## src/rtl/ax_bcc_skip_ctrl.sv

```systemverilog
// Fetch-side skip controller fed by the approximate-BCC buffer hit vector.
// Define AX_SKIP_STATS_EN to add saturating skip/mispredict stat counters.
module ax_bcc_skip_ctrl #(
    parameter int FETCH_WIDTH     = 2,
    parameter int MAX_INFLIGHT    = 4,
    parameter int COOLDOWN_CYCLES = 16,
    parameter int INSN_BYTE_WIDTH = 4,
    parameter int PC_WIDTH        = 32,
    localparam int LANE_W = (FETCH_WIDTH > 1) ? $clog2(FETCH_WIDTH) : 1,
    localparam int CNT_W  = $clog2(MAX_INFLIGHT + 1)
) (
    input  logic                   clk,
    input  logic                   rst,
    input  logic [FETCH_WIDTH-1:0] fetchValid,
    input  logic [FETCH_WIDTH-1:0] bufferHit,
    input  logic [PC_WIDTH-1:0]    fetchPC,
    input  logic                   stall,
    input  logic                   flush,
    input  logic                   resolveValid,
    input  logic                   resolveMispred,
    output logic                   skipValid,
    output logic [LANE_W-1:0]      skipLane,
    output logic [PC_WIDTH-1:0]    skipPC,
    output logic [FETCH_WIDTH-1:0] laneKeep,
    output logic [CNT_W-1:0]       inflightCount,
    output logic [1:0]             state
`ifdef AX_SKIP_STATS_EN
    ,
    output logic [31:0]            statSkipCount,
    output logic [31:0]            statMispredCount
`endif
);

    localparam int CD_W = (COOLDOWN_CYCLES > 1) ? $clog2(COOLDOWN_CYCLES) : 1;

    typedef enum logic [1:0] {
        ARMED     = 2'd0,
        THROTTLED = 2'd1,
        COOLDOWN  = 2'd2
    } state_e;

    state_e                 state_q, state_d;
    logic [CD_W-1:0]        cd_q, cd_d;
    logic [CNT_W-1:0]       count_q, count_d;

    logic                   skip_valid_q, skip_valid_d;
    logic [LANE_W-1:0]      skip_lane_q, skip_lane_d;
    logic [PC_WIDTH-1:0]    skip_pc_q, skip_pc_d;
    logic [FETCH_WIDTH-1:0] lane_keep_q, lane_keep_d;

    logic [FETCH_WIDTH-1:0] hit_vec;
    logic                   cand_found;
    logic [LANE_W-1:0]      cand_lane;
    logic [PC_WIDTH-1:0]    pc_off;
    logic                   issue;
    logic                   mispred;
    logic                   at_max;

    // Masking with fetchValid keeps X from invalid lanes out of the pick.
    always_comb begin
        hit_vec    = fetchValid & bufferHit;
        cand_found = 1'b0;
        cand_lane  = '0;
        for (int i = FETCH_WIDTH - 1; i >= 0; i--) begin
            if (hit_vec[i]) begin
                cand_found = 1'b1;
                cand_lane  = LANE_W'(i);
            end
        end
    end

    assign issue = cand_found
                && (state_q == ARMED)
                && (count_q < CNT_W'(MAX_INFLIGHT))
                && !stall
                && !flush;

    assign mispred = resolveValid && resolveMispred;
    assign pc_off  = PC_WIDTH'(cand_lane) * PC_WIDTH'(INSN_BYTE_WIDTH);

    always_comb begin
        skip_valid_d = issue;
        skip_lane_d  = '0;
        skip_pc_d    = '0;
        lane_keep_d  = '1;
        if (issue) begin
            skip_lane_d = cand_lane;
            skip_pc_d   = fetchPC + pc_off;
            for (int j = 0; j < FETCH_WIDTH; j++) begin
                lane_keep_d[j] = (LANE_W'(j) <= cand_lane);
            end
        end
    end

    // A resolve against an empty budget is dropped rather than underflowing.
    always_comb begin
        count_d = count_q;
        if (flush) begin
            count_d = '0;
        end else if (issue && !resolveValid) begin
            count_d = count_q + CNT_W'(1);
        end else if (!issue && resolveValid && (count_q != '0)) begin
            count_d = count_q - CNT_W'(1);
        end
    end

    assign at_max = (count_d == CNT_W'(MAX_INFLIGHT));

    always_comb begin
        state_d = state_q;
        cd_d    = cd_q;
        if (mispred) begin
            state_d = COOLDOWN;
            cd_d    = CD_W'(COOLDOWN_CYCLES - 1);
        end else begin
            case (state_q)
                ARMED: begin
                    if (at_max) state_d = THROTTLED;
                end
                THROTTLED: begin
                    if (!at_max) state_d = ARMED;
                end
                COOLDOWN: begin
                    if (cd_q != '0) begin
                        cd_d = cd_q - CD_W'(1);
                    end else begin
                        state_d = at_max ? THROTTLED : ARMED;
                    end
                end
                default: state_d = ARMED;
            endcase
        end
    end

    always_ff @(posedge clk or posedge rst) begin
        if (rst) begin
            state_q      <= ARMED;
            cd_q         <= '0;
            count_q      <= '0;
            skip_valid_q <= 1'b0;
            skip_lane_q  <= '0;
            skip_pc_q    <= '0;
            lane_keep_q  <= '1;
        end else begin
            state_q      <= state_d;
            cd_q         <= cd_d;
            count_q      <= count_d;
            skip_valid_q <= skip_valid_d;
            skip_lane_q  <= skip_lane_d;
            skip_pc_q    <= skip_pc_d;
            lane_keep_q  <= lane_keep_d;
        end
    end

    assign skipValid     = skip_valid_q;
    assign skipLane      = skip_lane_q;
    assign skipPC        = skip_pc_q;
    assign laneKeep      = lane_keep_q;
    assign inflightCount = count_q;
    assign state         = state_q;

`ifdef AX_SKIP_STATS_EN
    logic [31:0] stat_skip_q;
    logic [31:0] stat_misp_q;

    always_ff @(posedge clk or posedge rst) begin
        if (rst) begin
            stat_skip_q <= '0;
            stat_misp_q <= '0;
        end else begin
            if (issue && (stat_skip_q != '1)) begin
                stat_skip_q <= stat_skip_q + 32'd1;
            end
            if (mispred && (stat_misp_q != '1)) begin
                stat_misp_q <= stat_misp_q + 32'd1;
            end
        end
    end

    assign statSkipCount    = stat_skip_q;
    assign statMispredCount = stat_misp_q;
`endif

endmodule
```

## config.mk

```make
export PLATFORM = sky130hd
export DESIGN_NAME = ax_bcc_skip_ctrl
export DESIGN_NICKNAME = d
export VERILOG_FILES = /design/src/rtl/ax_bcc_skip_ctrl.sv
export SDC_FILE = /design/constraint.sdc
export NUM_CORES = 1
export LEC_CHECK = 0
export BUFFER_PORTS_ARGS = -buffer_cell sky130_fd_sc_hd__buf_2
export CELL_PAD_IN_SITES_DETAIL_PLACEMENT = 0
export CELL_PAD_IN_SITES_GLOBAL_PLACEMENT = 1
export CORE_AREA = 8 8 90 92
export DETAILED_ROUTE_END_ITERATION = 7
export DIE_AREA = 0 0 98 100
export GPL_ROUTABILITY_DRIVEN = 0
export PLACE_DENSITY_LB_ADDON = 0.1
export SKIP_CTS_REPAIR_TIMING = 1
export SYNTH_ARGS = -nofsm -noshare
export SYNTH_HDL_FRONTEND = slang
export SYNTH_SLANG_ARGS = --single-unit
```

## constraint.sdc

```tcl
create_clock -name clk -period 4.65 [get_ports clk]
set_clock_uncertainty 0.1 [all_clocks]
set_input_delay 0.93 -clock clk [delete_from_list [all_inputs] [get_ports clk]]
set_output_delay 0.93 -clock clk [all_outputs]
set_load 0.02 [all_outputs]
```

==> results.json <==
{
  "path_depth": 8,
  "crit_buf_inv": 3,
  "numCtsBuffers": 5,
  "grt_use_total_pct": 11.81,
  "cts.reportedPaths.clkPinSlew_ps": 80,
  "period_share_pct": 65.72,
  "fmaxAchievable_ghz": 0.3272,
  "synthTopCellsByArea": "dfrtp_1 (50%), xor2_1 (9.4%), nor2_1 (6.3%), xnor2_1 (3.7%), ha_1 (3.5%)",
  "h-tree-depth": 2,
  "crit_path_max_incr_delay_ps": 660,
  "ys_seq_elements": 44,
  "fin_util_pct": 41.13,
  "synth_top_family_by_area": "simple AND/OR/NAND/NOR gates",
  "maxSlewHeadroom_pct": 36.49,
  "finalNetCount": 349,
  "setup_viol": 0,
  "die_area_mm2": 0.009800,
  "power_density_mw_per_mm2": 324.3,
  "rsz0062_at_grt": "false",
  "start_util_pct": 32.34,
  "hold_viol_final": 0,
  "r2r_end": "state[0]",
  "syn-num-nets": 264,
  "syn_area_mm2": 0.002148,
  "async_flop_share_pct": 100.0,
  "drt-total-wl_um": 5491,
  "wl_per_cell_um": 14.37,
  "worstSetupEndpointType": "flop",
  "synth_xor_area_share_pct": 13.05,
  "synth-adder-area-share_pct": 3.494,
  "grt-ovfl-total": 0,
  "status": "finished, final reports clean",
  "synth_cell_types": 37,
  "dr.pass1.iters": 4,
  "dp_hpwl_um": 4181,
  "synth_common_cells": "dfrtp_1 (43), nor2_1 (36), xor2_1 (23)",
  "diodes": 0,
  "rrSetupSlack_ps": 1790,
  "clk_latency_ps": 290,
  "r2r_cells": 7,
  "slowest_stage": "or3_1",
  "routed_via_density": 4.720,
  "min_path_type": "flop to flop",
  "antenna_found_initial": 0,
  "tritoncts": "yes",
  "ys.flop_type": "dfrtp_1",
  "yosys_warnings": 0,
  "synth.most_common_cell": "dfrtp_1",
  "cp_top_family": "simple AND/OR/NAND/NOR gates",
  "crit_path_start": "stall",
  "min-delay-start": "cd_q[3]",
  "fillers": 682,
  "vias": 1803,
  "ant_nets": 0,
  "area_delta_synth_final_pct": 27.20,
  "root_buffer": "clkbuf_8",
  "worstMarginPinSlew_ps": 951.3,
  "reg2reg_from": "state[1]",
  "grt_pass1_vias": 1969,
  "die_h_um": 100,
  "critPathRequiredTime_ps": 4750,
  "regArea_mm2": 0.001102,
  "drc": 0,
  "path_max_fanout": 18,
  "synth_edf_count": 0,
  "synth-compound-area-share_pct": 3.669,
  "ys_seq_area_share_pct": 51.31,
  "clock_path_buffers": 2,
  "synth_mux_area_share_pct": 0,
  "drv_cap": 0,
  "finalSetupTns_ps": 0,
  "peakVddDrop_mv": 0.1163,
  "crit_type": "input port to flop",
  "grt_pass1_wl_um": 9459,
  "final.min_clock_period_ps": 3056,
  "syn_avg_cell_area_um2": 9.946,
  "core_area_mm2": 0.006644,
  "yosysTopAreaCell": "dfrtp_1",
  "drive_gt1_share_pct": 32.45,
  "endpoint": "state[0]",
  "io_pins": 83,
  "yosys.area_share.simple_pct": 24.58,
  "dr.first_iter.drc_count": 40,
  "die_w_um": 98,
  "cp-start-kind": "input port",
  "drv_slew": 0,
  "io_buffers": 81,
  "worstPathCellList": "buf_2 > or4_4 > or3_1 > buf_4 > clkinv_4 > nor4_1 > a311o_1 > nor4b_2",
  "clock_sinks": 44,
  "num_rows": 30,
  "syn_inst": 216,
  "p_leak_nw": 1.378,
  "multi_input_area_um2": 965.9,
  "grt_max_degree": 45,
  "worstPathArrival_ps": 3160,
  "yosysTopAreaCellShare_pct": 50.09
}
## layer usage
layer	global-route usage [%]	routed length [um]	part of all wire [%]	vias to the layer above
met5	0	0	0	-
met4	3.597	45	0.82	0
met3	4.567	368	6.7	6
met2	19.18	2548	46	54
met1	14.09	2529	46	850
li1	-	-	-	893
## metrics by stage
stage                     setup WS [ps]  hold slack (ps)  std cells  area [um^2]  total power [W]
after detailed placement           1248            407.3        374         2643        0.0006511
after floorplan                    1899            381.1        216         2148        0.0005824
after global routing               1335            476.2        382         2733        0.0009536
after CTS                          1558            426.2        382         2733        0.0009028
final                              1594            429.6        382         2733        0.0008863
after global placement             1234            409.5        374         2643        0.0006530
## kinds of logic (layout without fill, tap and decap cells)
logic type,after synthesis,count (layout)
simple gates,105,105
fa+ha+maj,6,6
compound gates,11,11
buf+inv,17,103
xor+xnor,32,32
other cells,1,1
flops,44,44
## flip-flops by register name, indices dropped and copies added (netlist names)
name           count
cd_q               4
inflightCount      3
laneKeep           1
skipLane           1
skipPC            32
skipValid          1
state              2
## layout make-up
class                      instances  area share, %
sequential                        44          40.34
multi-input combinational        155          35.35
timing repair buffer              84          15.66
tap                               80          3.663
clock buffer                       8          3.297
inverter                          11          1.694
## cells in the final DEF, fill, tap and decap left out, types with 5 or more instances in the layout
cell type	n
nor2_1	36
xnor2_1	9
inv_1	9
dfrtp_1	43
nand3_1	14
nand4_1	10
ha_1	6
xor2_1	23
nand2_1	17
clkbuf_8	6
nor4_1	6
buf_2	81
and2_1	5
## report_power, final
part / internal (W) / leakage, nW / switching, W
Clock: 0.000121 / 0.0455 / 0.000123
Combinational: 0.0000902 / 0.742 / 0.000115
Sequential: 0.000411 / 0.591 / 0.0000255
## worst min-delay path, stage by stage (launching register included)
cell and delay [ps]:
dfrtp_1 370, xnor2_1 70, nand2_1 50
## worst min path at each step
stage | depth (start not counted) | end | slack (ps)
3_5_place_dp | 2 | cd_q[3] | 410
4_1_cts | 2 | cd_q[3] | 430
5_1_grt | 2 | cd_q[2] | 480
3_3_place_gp | 2 | cd_q[3] | 410
6_report | 2 | cd_q[3] | 430
2_1_floorplan | 2 | cd_q[3] | 380
(Power assumes the default switching activity.)
